File: src/rtl/ps2_key_ctrl.sv
// ps2_key_ctrl: PS/2 set-2 scancode decoder for two-player game controls.
// Tracks E0/F0 prefixes with a small FSM, keeps held-key bits for player 1
// (WASD + Space) and player 2 (arrows + Enter), emits bomb-press pulses and
// drops stale prefixes after TIMEOUT_CYCLES idle clocks.
// Optional build macro PAUSE_KEY_EN adds a 'pause' output toggled by Esc.
module ps2_key_ctrl #(
    parameter int TIMEOUT_CYCLES = 2000000
) (
    input  logic       clk,
    input  logic       reset,
    input  logic [7:0] data_in,
    input  logic       data_valid,
    output logic [4:0] p1_keys,
    output logic [4:0] p2_keys,
    output logic       p1_bomb_pulse,
    output logic       p2_bomb_pulse
`ifdef PAUSE_KEY_EN
    ,
    output logic       pause
`endif
);

    localparam int CW = $clog2(TIMEOUT_CYCLES + 1);
    localparam logic [CW-1:0] TMO_LIMIT = CW'(TIMEOUT_CYCLES);

    typedef enum logic [1:0] {
        ST_IDLE    = 2'd0,
        ST_EXT     = 2'd1,
        ST_BRK     = 2'd2,
        ST_EXT_BRK = 2'd3
    } state_t;

    state_t        state_q, state_d;
    logic [CW-1:0] cnt_q, cnt_d;
    logic [4:0]    p1_keys_q, p1_keys_d;
    logic [4:0]    p2_keys_q, p2_keys_d;
    logic          p1_pulse_q, p1_pulse_d;
    logic          p2_pulse_q, p2_pulse_d;
    logic          dec_s;
    logic          ext_s;
    logic          brk_s;
`ifdef PAUSE_KEY_EN
    logic          pause_q, pause_d;
    logic          esc_held_q, esc_held_d;
`endif

    // Prefix FSM next-state and idle timeout; a byte always wins over an expiring timeout.
    always_comb begin
        state_d = state_q;
        cnt_d   = cnt_q;
        dec_s   = 1'b0;
        ext_s   = 1'b0;
        brk_s   = 1'b0;
        if (data_valid) begin
            cnt_d = '0;
            case (state_q)
                ST_IDLE: begin
                    if (data_in == 8'hE0) begin
                        state_d = ST_EXT;
                    end else if (data_in == 8'hF0) begin
                        state_d = ST_BRK;
                    end else begin
                        dec_s = 1'b1;
                    end
                end
                ST_EXT: begin
                    if (data_in == 8'hF0) begin
                        state_d = ST_EXT_BRK;
                    end else if (data_in == 8'hE0) begin
                        state_d = ST_EXT;
                    end else begin
                        dec_s   = 1'b1;
                        ext_s   = 1'b1;
                        state_d = ST_IDLE;
                    end
                end
                ST_BRK: begin
                    if (data_in == 8'hE0) begin
                        state_d = ST_EXT_BRK;
                    end else if (data_in == 8'hF0) begin
                        state_d = ST_BRK;
                    end else begin
                        dec_s   = 1'b1;
                        brk_s   = 1'b1;
                        state_d = ST_IDLE;
                    end
                end
                ST_EXT_BRK: begin
                    if ((data_in == 8'hE0) || (data_in == 8'hF0)) begin
                        state_d = ST_EXT_BRK;
                    end else begin
                        dec_s   = 1'b1;
                        ext_s   = 1'b1;
                        brk_s   = 1'b1;
                        state_d = ST_IDLE;
                    end
                end
                default: begin
                    state_d = ST_IDLE;
                end
            endcase
        end else if (state_q == ST_IDLE) begin
            cnt_d = '0;
        end else if (cnt_q >= TMO_LIMIT) begin
            state_d = ST_IDLE;
            cnt_d   = '0;
        end else begin
            cnt_d = cnt_q + CW'(1);
        end
    end

    // Key map: make sets a bit, break clears it; bomb pulses fire only on a 0->1 edge.
    always_comb begin
        p1_keys_d  = p1_keys_q;
        p2_keys_d  = p2_keys_q;
        p1_pulse_d = 1'b0;
        p2_pulse_d = 1'b0;
`ifdef PAUSE_KEY_EN
        pause_d    = pause_q;
        esc_held_d = esc_held_q;
`endif
        if (dec_s && !ext_s) begin
            case (data_in)
                8'h1D: p1_keys_d[0] = !brk_s;
                8'h1B: p1_keys_d[1] = !brk_s;
                8'h1C: p1_keys_d[2] = !brk_s;
                8'h23: p1_keys_d[3] = !brk_s;
                8'h29: begin
                    p1_keys_d[4] = !brk_s;
                    p1_pulse_d   = !brk_s && !p1_keys_q[4];
                end
                8'h5A: begin
                    p2_keys_d[4] = !brk_s;
                    p2_pulse_d   = !brk_s && !p2_keys_q[4];
                end
`ifdef PAUSE_KEY_EN
                8'h76: begin
                    if (brk_s) begin
                        esc_held_d = 1'b0;
                    end else begin
                        // Only the first press of a hold toggles; typematic repeats are ignored.
                        if (!esc_held_q) begin
                            pause_d = !pause_q;
                        end else begin
                            pause_d = pause_q;
                        end
                        esc_held_d = 1'b1;
                    end
                end
`endif
                default: begin
                    p1_keys_d = p1_keys_q;
                end
            endcase
        end else if (dec_s && ext_s) begin
            case (data_in)
                8'h75:   p2_keys_d[0] = !brk_s;
                8'h72:   p2_keys_d[1] = !brk_s;
                8'h6B:   p2_keys_d[2] = !brk_s;
                8'h74:   p2_keys_d[3] = !brk_s;
                default: p2_keys_d = p2_keys_q;
            endcase
        end else begin
            p1_keys_d = p1_keys_q;
        end
    end

    // State, counter and output registers with synchronous reset.
    always_ff @(posedge clk) begin
        if (reset) begin
            state_q    <= ST_IDLE;
            cnt_q      <= '0;
            p1_keys_q  <= 5'b0;
            p2_keys_q  <= 5'b0;
            p1_pulse_q <= 1'b0;
            p2_pulse_q <= 1'b0;
`ifdef PAUSE_KEY_EN
            pause_q    <= 1'b0;
            esc_held_q <= 1'b0;
`endif
        end else begin
            state_q    <= state_d;
            cnt_q      <= cnt_d;
            p1_keys_q  <= p1_keys_d;
            p2_keys_q  <= p2_keys_d;
            p1_pulse_q <= p1_pulse_d;
            p2_pulse_q <= p2_pulse_d;
`ifdef PAUSE_KEY_EN
            pause_q    <= pause_d;
            esc_held_q <= esc_held_d;
`endif
        end
    end

    assign p1_keys       = p1_keys_q;
    assign p2_keys       = p2_keys_q;
    assign p1_bomb_pulse = p1_pulse_q;
    assign p2_bomb_pulse = p2_pulse_q;
`ifdef PAUSE_KEY_EN
    assign pause         = pause_q;
`endif

endmodule

File: config.mk
export PLATFORM = sky130hd
export DESIGN_NAME = ps2_key_ctrl
export DESIGN_NICKNAME = d
export VERILOG_FILES = /design/src/rtl/ps2_key_ctrl.sv
export SDC_FILE = /design/constraint.sdc
export NUM_CORES = 1
export LEC_CHECK = 0
export CAP_MARGIN = 20
export CORE_MARGIN = 2
export CORE_UTILIZATION = 55
export CTS_CLUSTER_SIZE = 30
export DETAILED_ROUTE_END_ITERATION = 10
export PLACE_DENSITY_LB_ADDON = 0.05
export SLEW_MARGIN = 0
export SYNTH_ARGS = -nofsm -noshare
export SYNTH_HDL_FRONTEND = slang
export SYNTH_SLANG_ARGS = --single-unit
File: constraint.sdc
create_clock -name clk -period 2.95 [get_ports clk]
set_input_delay 0.7375 -clock clk [delete_from_list [all_inputs] [get_ports clk]]
set_output_delay 0.7375 -clock clk [all_outputs]
set_load 0.01 [all_outputs]
## Yosys cells after proc, flatten, opt, wreduce, memory -nomap -nowiden

Index checks and enable logic that the tools add are counted.

- Mux-type cells: 24
- Add/subtract/negate cells: 1
- Reductions and logical operators: 26
- Equal/unequal tests: 17
- Bitwise operators: 3
- Magnitude comparators: 1

Operators by type and width:

| kind | number |
|---|---|
| == test 8 x 7 -> 1 bit (second input constant) | 5 |
| == test 8 x 5 -> 1 bit (second input constant) | 3 |
| adder 21 x 1 -> 21 bit (second input constant) | 1 |
| >= comparator 21 bit (second input constant) | 1 |
| 2-to-1 mux 2 bit | 9 |
| == test 8 x 6 -> 1 bit (second input constant) | 2 |
| == test 8 bit (second input constant) | 2 |
| AND reduction 3 bit | 5 |
| AND reduction 2 bit | 6 |
| 2-to-1 mux 1 bit | 11 |
| case mux 2 bit (4 select lines) | 1 |
| OR reduction 3 bit | 2 |
| == test 2 bit (second input constant) | 2 |
| logical AND 1 bit | 4 |
| logical NOT 1 bit | 4 |
| case mux 1 bit (2 select lines) | 2 |
| OR reduction 4 bit | 1 |
| inequality test 3 bit (second input constant) | 1 |
| inverter 1 bit | 3 |
| case mux 1 bit (3 select lines) | 1 |
| == test 2 x 1 -> 1 bit (second input constant) | 1 |
| logical NOT 2 bit | 1 |
| inequality test 2 bit (second input constant) | 1 |
| nonzero test 2 bit | 1 |
| 2 further kinds | 2 |

- Logic and storage cells: 86
- Input bits: 11
- Output and inout port bits: 12
- Flip-flop bits (word level): 35

## Depth between registers and ports, before layout

Gate-level depths: netlist of run 1.

- Word-level depth: 9
- Mapped depth: 5
- Gate-level depth less buffers: 5

## Worst setup path before layout of run 1

OpenSTA, ideal clock, no wires.

- Kind: input port to flip-flop
- Start point: in data_in[0]
- End point: reg state_q[1]
- Library setup time: 0.074 ns
- Stages: 4
- Arrival: 1.993 ns
- Buffers on the path: 0
- Path slack: 0.883 ns
- Data required time: 2.876 ns
- Cell sequence: or4b_1 or4b_1 o21bai_1 o21ai_0

- Word-level cells in the longest chain between the ends: 5
- Elaborated cells between the ends (all ways): 12
- Those cells by class: eq/ne: 3; mux: 7; reduce/logical: 2

RTL lines:

| item | RTL line | RTL |
|---|---|---|
| from (decl) | 11 | `input logic [7:0] data_in,` |
| == test 8 bit, on equally long branches | - |  |
| 2-to-1 mux 2 bit or logical OR 1 bit (tied branches) | 80, 89 |  |
| 2-to-1 mux 2 bit, on equally long branches | 78, 89 |  |
| case mux 2 bit (4 select lines) | 56 | `case (state_q)` |
| 2-to-1 mux 2 bit | 54 | `if (data_valid) begin` |
| to (signal assigned) | 182 | `state_q <= state_d;` |
| to (decl) | 33 | `state_t state_q, state_d;` |

Parallel ways exist; a longest one is shown, timed or not.
A chain may end at the register's enable or synchronous reset.

## Worst setup path in the final report of run 1

Same ends and word-level chain as after synthesis.

==> results of run 1 <==
cells in the mapped netlist (4+ instances only):
| cell type | count | area, sq um |
|---|---|---|
| nor2_1 | 33 | 124 |
| o21ai_0 | 6 | 30.0 |
| nor3_1 | 4 | 20.0 |
| nand3_1 | 8 | 40.0 |
| xnor2_1 | 12 | 105 |
| nand4_1 | 7 | 43.8 |
| or3_1 | 4 | 25.0 |
| mux2i_1 | 10 | 100 |
| inv_1 | 7 | 26.3 |
| nand2_1 | 8 | 30.0 |
| nor4_1 | 9 | 56.3 |
| dfxtp_1 | 35 | 701 |
| and3_1 | 5 | 31.3 |
metrics by stage:
| step | cell area (sq um) | util (%) | setup WS [ps] | total power [W] | hold slack [ps] |
|---|---|---|---|---|---|
| 4_1_cts | 1950 | 70.0 | 658 | 0.000810 | 466 |
| 3_3_place_gp | 1880 | 67.6 | 323 | 0.000518 | 444 |
| 2_1_floorplan | 1620 | - | 883 | 0.000495 | 441 |
| 3_5_place_dp | 1880 | 67.6 | 307 | 0.000518 | 451 |
| 6_report | 1950 | 70.0 | 644 | 0.000799 | 463 |
| 5_1_grt | 1950 | 70.0 | 578 | 0.000830 | 473 |
area by class of cell:
| cell class | count | area [sq um] | share of cell area (%) |
|---|---|---|---|
| tap | 31 | 38.8 | 1.99 |
| inverter | 8 | 30.0 | 1.54 |
| sequential | 35 | 701 | 36.0 |
| timing repair buffer | 24 | 235 | 12.1 |
| clock buffer | 8 | 68.8 | 3.53 |
| multi-input combinational | 138 | 875 | 44.9 |
flip-flops by register name (all words and copies together), names as in the netlist:
register	flops
cnt_q	21
p1_keys	5
p2_keys	5
state_q	2
p1_bomb_pulse	1
p2_bomb_pulse	1
critical path: stages:
cell and delay (ps):
clkdlybuf4s50_1 500, or4b_1 570, or4b_1 530, o21bai_1 170
o21ai_0 60
metal layers:
metal  wire length, um  up-vias  GRT usage, %
met2              1670       44          39.3
met4               117        0          13.6
li1                  -      713             -
met3               170       11          7.47
met5                 0        -             0
met1              1400      670          22.6
logic make-up (layout without fill, tap and decap cells):
kind of cell,Yosys count,in the layout,share of synthesized area [%]
xor+xnor,15,15,8.10
fa+ha+maj,2,2,1.54
flops,35,35,43.2
simple gates,95,95,31.9
mux,10,10,6.17
buf+inv,12,40,2.85
compound gates,16,16,6.25
where the power goes:
group	internal [W]	switching, W
combinational	0.0000187	0.0000168
clock	0.000140	0.000151
sequential	0.000472	0.000000189
how the worst max path moves through the flow:
stage,start,cells after the start,to
2_1_floorplan,data_in[0],4,state_q[1]
3_5_place_dp,data_in[0],5,state_q[1]
3_3_place_gp,data_in[0],5,state_q[1]
4_1_cts,data_in[0],5,state_q[1]
5_1_grt,data_in[0],5,state_q[1]
6_report,data_in[0],5,state_q[1]
placed cells by master (no fill, tap or decap), types with 7 or more instances in the layout:
cell             count
nor4_1               9
nand3_1              8
nand4_1              7
clkdlybuf4s50_1     22
dfxtp_1             35
mux2i_1             10
xnor2_1             12
inv_1                7
nand2_1              8
nor2_1              33
==> out/qor.txt, run 1 <==
========================================================================================
WHS Path Cells                                                                         1
Worst vdd ir                                                                    0.425 mV
Startpoint types                                                            primary input
Via count of the first global-routing pass                                          1373
Register area share after synthesis                                                43.2%
Leak Pwr                                                                        0.646 nW
Post-synthesis instance area                                                0.00162 sq mm
Die boundary height                                                              58.3 um
EDFF count, synth                                                                      0
Iter 0 DRT Violations                                                                 61
Area of the die                                                             0.00340 sq mm
Per-instance average area after synthesis                                     8.77 sq um
Core Region                                                                 0.00278 sq mm
Total count of max-transition violations in the final report                           0
Number of max-capacitance violations reported                                          0
Outcome                                                                     complete, no violations
Antenna violation net count after detailed routing                                     0
Worst flop-to-flop path startpoint                                              cnt_q[3]
Wire length of the first global-routing pass                                     5730 um
Layout area overhead                                                               20.1%
Type of the tightest min-delay check                                          reg -> reg
Filler-free cell count of the finished design                                        244
Routed Wire Length                                                               3360 um
Horizontal die dimension                                                         58.3 um
Net count of the finished layout                                                     225
Critical path arrival                                                            2570 ps
Site Rows                                                                             19
Grt total ovfl                                                                         0
Number of failing hold endpoints at the final stage                                    0
Register-to-register setup slack                                                  980 ps
Final RePlAce weighted congestion                                                  0.908
Hold endpoint                                                               p1_bomb_pulse
Yosys warning total                                                                    0
Setup crit end kind                                                            flip-flop
Slew of the pin with the lowest slew margin                                       563 ps
Number of cell instances on the worst register-to-register path                        4
Clock tree from TritonCTS                                                          built
Via Count                                                                           1438
Fin Setup TNS                                                                       0 ps
# fillers                                                                            218
H-tree depth reported by CTS                                                           2
Total power density per cell area                                            410 mW/mm^2
Total clock sinks                                                                     35
CTS buffer count                                                                       5
Worst clock skew                                                                 3.58 ps
Postcts setup bufs                                                                     0
Highest attainable clock frequency                                               434 MHz
Root buf cell                                                                   clkbuf_4
# resized after CTS                                                                    0
Prevailing post-synth register cell                                              dfxtp_1
Via count normalized by instance count                                              5.89
Number of primary I/O pins                                                            23
Initial standard-cell utilization of the core                                      58.3%
Max FO, Critical Path                                                                  7
Min cycle time layout                                                            2310 ps
Worst-case clock buffer depth                                                          2
Worst r2r dst                                                                  cnt_q[18]
DRT Pass-1 Iters                                                                       4
Share of async-settable or async-resettable flops after synthesis                     0%
WS Path Type                                                                   in -> reg
Placed Instances                                                                     236
CTS Hold Buffers Added                                                                 0
Maximum number of pins on one net before global-route repair                          15
Routed WL per cell                                                               13.8 um
Number of failing setup endpoints in the final timing report                           0
Req. time, crit path                                                             3220 ps
Number of unique standard cell types used by synthesis                                37
Worst-path clk slew                                                               100 ps
Flops & latches, synth                                                                35
Hold wc startpoint                                                            p1_keys[4]
Number of nets produced by synthesis                                                 198
Period utilization                                                                 78.2%
N_diodes                                                                               0
Unrepaired setup endpoints after global routing                                    false
Total half-perimeter wirelength after legalization and detailed placement        2480 um
Antenna violations before repair                                                       0
Insertion delay of the later-clocked pin in the worst-skew pair                   330 ps
Count of input and output buffers                                                     22
Share of cells above drive strength 1                                              5.63%
Instance count of the mapped netlist                                                 185
DRC violation count after routing                                                      0
Overall routing resource usage                                                     22.3%
Slew HR                                                                            61.9%
========================================================================================
(Power assumes the default switching activity.)
==> run 2: changes to the inputs <==
--- a/config.mk
+++ b/config.mk
@@ -7,7 +7,7 @@
 export LEC_CHECK = 0
 export CAP_MARGIN = 20
 export CORE_MARGIN = 2
-export CORE_UTILIZATION = 55
+export CORE_UTILIZATION = 48
 export CTS_CLUSTER_SIZE = 30
 export DETAILED_ROUTE_END_ITERATION = 10
 export PLACE_DENSITY_LB_ADDON = 0.05
==> constraint.sdc (replaced) <==
create_clock -name clk -period 1.9 [get_ports clk]
set_input_delay 0.475 -clock clk [delete_from_list [all_inputs] [get_ports clk]]
set_output_delay 0.475 -clock clk [all_outputs]
set_load 0.01 [all_outputs]
==> out/qor.txt, run 2 (synthesis results as in run 1) <==
========================================================================================
Setup crit end kind                                                            flip-flop
Via Count                                                                           1449
Final Hold Slack                                                                  447 ps
Via count of the first global-routing pass                                          1339
Count of input and output buffers                                                     22
Site Rows                                                                             21
Post-Layout Inst Area                                                       0.00212 sq mm
Number of primary I/O pins                                                            23
Internal portion of total power                                               0.000921 W
Startpoint types                                                            primary input
N_diodes                                                                               0
Antenna violations before repair                                                       0
Routed WL per cell                                                               12.4 um
Clock tree from TritonCTS                                                          built
Register with the highest flop count                                               cnt_q
Fraction of power consumed by combinational cells                                   6.4%
Type of the tightest min-delay check                                          reg -> reg
Max FO, Critical Path                                                                  2
CTS Hold Buffers Added                                                                 0
Highest attainable clock frequency                                               535 MHz
Worst clock skew                                                                 12.5 ps
Share of cells above drive strength 1                                              14.8%
H-tree depth reported by CTS                                                           2
Overall routing resource usage                                                     19.1%
CTS buffer count                                                                       5
Total power density per cell area                                            565 mW/mm^2
Number of logic stages on the critical path including buffering                        5
Worst-path clk slew                                                                90 ps
Total count of max-transition violations in the final report                           0
Root buf cell                                                                   clkbuf_4
Die boundary height                                                              62.1 um
Slew of the pin with the lowest slew margin                                       390 ps
Commonest cells after routing, fill and taps aside                          dfxtp_1 (35), nor2_1 (33), clkdlybuf4s50_1 (20)
Wire length of the first global-routing pass                                     5850 um
Most common cell after layout, fill and taps aside                               dfxtp_1
Area of the die                                                             0.00386 sq mm
Min cycle time layout                                                            1870 ps
Flip-flop count of the largest register, all copies and words added                   21
Cell chain of the critical path                                             clkdlybuf4s50_1, or4b_4, or4b_4, o21bai_1, o21ai_0
Routed Wire Length                                                               3420 um
Total half-perimeter wirelength after legalization and detailed placement        2590 um
Slew HR                                                                            73.8%
Number of cell instances on the worst register-to-register path                        4
Crit-path leading delay family                                              simple AND/OR/NAND/NOR gates
Worst path slowest cell                                                           or4b_4
Initial standard-cell utilization of the core                                      49.4%
Outcome                                                                     complete, no violations
Via count normalized by instance count                                              5.25
Worst-case clock buffer depth                                                          2
Filler-free cell count of the finished design                                        276
Power share of the clock group                                                     32.3%
Insertion delay of the later-clocked pin in the worst-skew pair                   340 ps
Layout area overhead                                                               30.7%
Finished Core Util                                                                 64.5%
Antenna violation net count after detailed routing                                     0
Relative contribution of sequential cells to total power                           61.3%
Final worst setup slack                                                          30.1 ps
Net count of the finished layout                                                     242
Leak Pwr                                                                        0.746 nW
Maximum number of pins on one net before global-route repair                          12
Crit path largest cell delay                                                      490 ps
Iter 0 DRT Violations                                                                 38
WS Path Type                                                                   in -> reg
DRC violation count after routing                                                      0
Critical path arrival                                                            2140 ps
Critical path's most frequent cell                                                or4b_4
WHS Path Cells                                                                         1
Number of failing setup endpoints in the final timing report                           0
Number of max-capacitance violations reported                                          0
Number of failing hold endpoints at the final stage                                    0
Dpl cell area                                                               0.00203 sq mm
Placed Instances                                                                     268
Final RePlAce weighted congestion                                                  0.828
Period utilization                                                                 98.4%
DRT Pass-1 Iters                                                                       4
Grt total ovfl                                                                         0
Req. time, crit path                                                             2170 ps
Horizontal die dimension                                                         62.1 um
Total clock sinks                                                                     35
Switching power share of the total                                                 23.1%
Combined buffer and inverter count along the critical path                             1
Worst vdd ir                                                                    0.576 mV
Core Region                                                                 0.00328 sq mm
Worst slack at placement                                                         -397 ps
Net switching power of the design                                             0.000276 W
========================================================================================
-- run 2: cell count changes in the layout (fill, tap and decap cells not counted), sizes merged --
| cell | before | now |
|---|---|---|
| buf | 2 | 19 |
| clkbuf | 8 | 7 |
| clkdlybuf4s50 | 22 | 20 |
| clkinv | 1 | 2 |
| dlymetal6s2s | 0 | 2 |
-- run 2: power by group through the flow --
stage | logic (W) | registers (W) | clock network [W]
global route | 0.0000820 | 0.000734 | 0.000442
detailed placement | 0.0000706 | 0.000751 | 0
global placement | 0.0000690 | 0.000751 | 0
CTS | 0.0000726 | 0.000734 | 0.000404
finish | 0.0000761 | 0.000734 | 0.000387
floorplan | 0.0000172 | 0.000751 | 0
-- run 2: timing repair --
action                                  in CTS  in global routing
endpoints found under the setup margin       3                  6
resized for setup                            3                  6
pin swaps                                    2                  1
setup buffers                                0                  0
-- run 2: stage by stage --
| step | setup TNS [ps] | total power, W |
|---|---|---|
| 2_1_floorplan | 0 | 0.000768 |
| 3_5_place_dp | -3790 | 0.000821 |
| 6_report | 0 | 0.00120 |
| 3_3_place_gp | -3170 | 0.000820 |
| 4_1_cts | -8.32 | 0.00121 |
| 5_1_grt | -1.17 | 0.00126 |
-- run 2: layout make-up --
type                    count  area (sq um)
fillers                   289          1160
flip-flops and latches     35           701
inverters                   8          30.0
well taps                  46          57.6
repair buffers             41           368
clock inverters             1          5.00
clock buffers               7          45.0
multi-input cells         138           913
-- run 2: path summary, 6_finish.rpt --
check	from	slack, ps	endpoint
worst max-delay path	data_in[5]	30	state_q[1]
worst min-delay path	p1_keys[4]	450	p1_bomb_pulse
worst max register to register	cnt_q[9]	200	cnt_q[18]
worst min register to register	p1_keys[4]	450	p1_bomb_pulse
-- run 2: worst register-to-register path, delay by kind of cell, from the launching register on --
family,cells,cell delay [ps]
and+or+nand+nor,3,1080
DFF,1,430
AOI/OAI and AO/OA,1,130
-- run 2: routing by layer --
layer	up-vias	global-route usage [%]	part of all wire [%]
met5	-	0	0
met4	0	8.33	1.6
met3	5	5.62	4.3
met2	19	29.2	46
met1	678	25.0	48
li1	747	-	-
==> run 3: changes to the inputs <==
==> constraint.sdc (replaced) <==
create_clock -name clk -period 1.9 [get_ports clk]
set_input_delay 0.19 -clock clk [delete_from_list [all_inputs] [get_ports clk]]
set_output_delay 0.19 -clock clk [all_outputs]
set_load 0.01 [all_outputs]
==> out/qor.txt, run 3 (synthesis results as in run 1) <==
========================================================================================
Relative contribution of sequential cells to total power                           49.9%
Slew of the pin with the lowest slew margin                                       518 ps
Number of max-capacitance violations reported                                          0
Multi-input combinational cell area                                            875 sq um
Maximum number of pins on one net before global-route repair                          17
Count of input and output buffers                                                     22
Max FO, Critical Path                                                                  6
N_diodes                                                                               0
Period utilization                                                                 91.8%
Placed Instances                                                                     261
Final worst setup slack                                                           156 ps
Power share of the clock group                                                     45.6%
Via count normalized by instance count                                              5.26
Startpoint types                                                               flip-flop
Number of failing hold endpoints at the final stage                                    0
Worst-path clk slew                                                               110 ps
Horizontal die dimension                                                         62.1 um
Layout area overhead                                                               28.9%
Wire length of the first global-routing pass                                     6080 um
Iter 0 DRT Violations                                                                 67
WS Path Type                                                                  reg -> reg
Routed Wire Length                                                               3500 um
Filler-free cell count of the finished design                                        269
Worst path slowest cell                                                            or3_1
Total power density per cell area                                            703 mW/mm^2
Antenna violation net count after detailed routing                                     0
Net count of the finished layout                                                     235
Total half-perimeter wirelength after legalization and detailed placement        2620 um
Number of primary I/O pins                                                            23
Highest attainable clock frequency                                               574 MHz
Unrepaired setup endpoints after global routing                                    false
Worst-case clock buffer depth                                                          2
Fraction of power consumed by combinational cells                                   4.4%
Clock tree from TritonCTS                                                          built
Slew HR                                                                            65.2%
CTS Hold Buffers Added                                                                 0
Req. time, crit path                                                             2190 ps
Setup crit end kind                                                            flip-flop
Min cycle time layout                                                            1740 ps
Commonest cells after routing, fill and taps aside                          dfxtp_1 (35), nor2_1 (33), clkdlybuf4s50_1 (22)
Grt total ovfl                                                                         0
Routed WL per cell                                                               13.0 um
Total count of max-transition violations in the final report                           0
Leak Pwr                                                                        0.712 nW
Final Hold Slack                                                                  472 ps
Type of the tightest min-delay check                                          reg -> reg
Most common cell after layout, fill and taps aside                               dfxtp_1
Net switching power of the design                                             0.000290 W
Register with the highest flop count                                               cnt_q
Total clock sinks                                                                     35
H-tree depth reported by CTS                                                           2
Number of failing setup endpoints in the final timing report                           0
Site Rows                                                                             21
# resized after CTS                                                                    0
Initial standard-cell utilization of the core                                      49.4%
Root buf cell                                                                   clkbuf_4
Worst vdd ir                                                                    0.359 mV
Critical path's most frequent cell                                                 or3_1
Internal portion of total power                                                0.00118 W
Insertion delay of the later-clocked pin in the worst-skew pair                   350 ps
Via count of the first global-routing pass                                          1367
Outcome                                                                     complete, no violations
Core Region                                                                 0.00328 sq mm
Via Count                                                                           1416
# fillers                                                                            293
Area of the die                                                             0.00386 sq mm
Worst clock skew                                                                 9.21 ps
Worst slack at placement                                                         -113 ps
Final RePlAce weighted congestion                                                  0.833
Postcts setup bufs                                                                     0
Critical path arrival                                                            2030 ps
Switching power share of the total                                                 19.7%
Share of cells above drive strength 1                                              10.3%
Antenna violations before repair                                                       0
Area taken by flip-flops and latches                                           701 sq um
Cell chain of the critical path                                             nand4_1, or3_1, or3_1, a21oi_1
Final total power                                                              0.00147 W
DRC violation count after routing                                                      0
Die boundary height                                                              62.1 um
Overall routing resource usage                                                     19.7%
Flip-flop count of the largest register, all copies and words added                   21
CTS buffer count                                                                       5
Crit path largest cell delay                                                      510 ps
DRT Pass-1 Iters                                                                       4
========================================================================================
run 3: cell types whose count changed in the layout (fill, tap and decap cells not counted):
cell             previous run  this run
clkinv_2                    1         0
or4b_4                      3         0
buf_12                      0         1
bufinv_16                   0         2
clkdlybuf4s50_1            20        22
dlymetal6s2s_1              2         0
clkinvlp_4                  0         1
clkbuf_1                    2         0
nor4_4                      1         0
buf_4                      19        11
or4b_1                      0         3
nor4_1                      6         9
nor4_2                      2         0
run 3: power groups by stage:
stage | logic, W | clock network, W | registers, W
2_1_floorplan | 0.0000172 | 0 | 0.000751
3_3_place_gp | 0.0000631 | 0 | 0.000751
3_5_place_dp | 0.0000641 | 0 | 0.000751
4_1_cts | 0.0000645 | 0.000689 | 0.000734
5_1_grt | 0.0000703 | 0.000727 | 0.000735
6_report | 0.0000652 | 0.000671 | 0.000734
run 3: routing by layer:
layer  vias up  wire length (um)  share of wire (%)  global-route usage [%]
met4         0                68                1.9                    7.50
met3         9               166                4.7                    5.98
met2        26              1590                 45                    31.4
met5         -                 0                  0                       0
met1       646              1670                 48                    25.1
li1        735                 -                  -                       -
run 3: final timing paths:
| path | depth (start not counted) | to | slack [ps] | from |
|---|---|---|---|---|
| max | 4 | cnt_q[18] | 160 | cnt_q[8] |
| min | 1 | p1_bomb_pulse | 470 | p1_keys[4] |
| max reg2reg | 4 | cnt_q[18] | 160 | cnt_q[8] |
| min reg2reg | 1 | p1_bomb_pulse | 470 | p1_keys[4] |
run 3: cell type report:
type                       instances  share of cell area, %
multi-input combinational        138                   41.8
clock inverter                     3                   3.23
sequential                        35                   33.5
timing repair buffer              34                   15.4
clock buffer                       5                   1.80
tap                               46                   2.75
inverter                           8                   1.44
run 3: stage by stage:
step           setup TNS [ps]  util [%]  instance area, sq um
6_report                    0      63.7                  2090
5_1_grt                     0      63.7                  2090
4_1_cts                     0      63.7                  2090
3_5_place_dp             -483      60.5                  1990
3_3_place_gp             -295      60.5                  1990
2_1_floorplan               0         -                  1620
run 3: critical path, delay by kind of cell, from the launching register on:
family	cells	cell delay [ps]
compound gates	1	140
flops	1	440
simple gates	3	1100
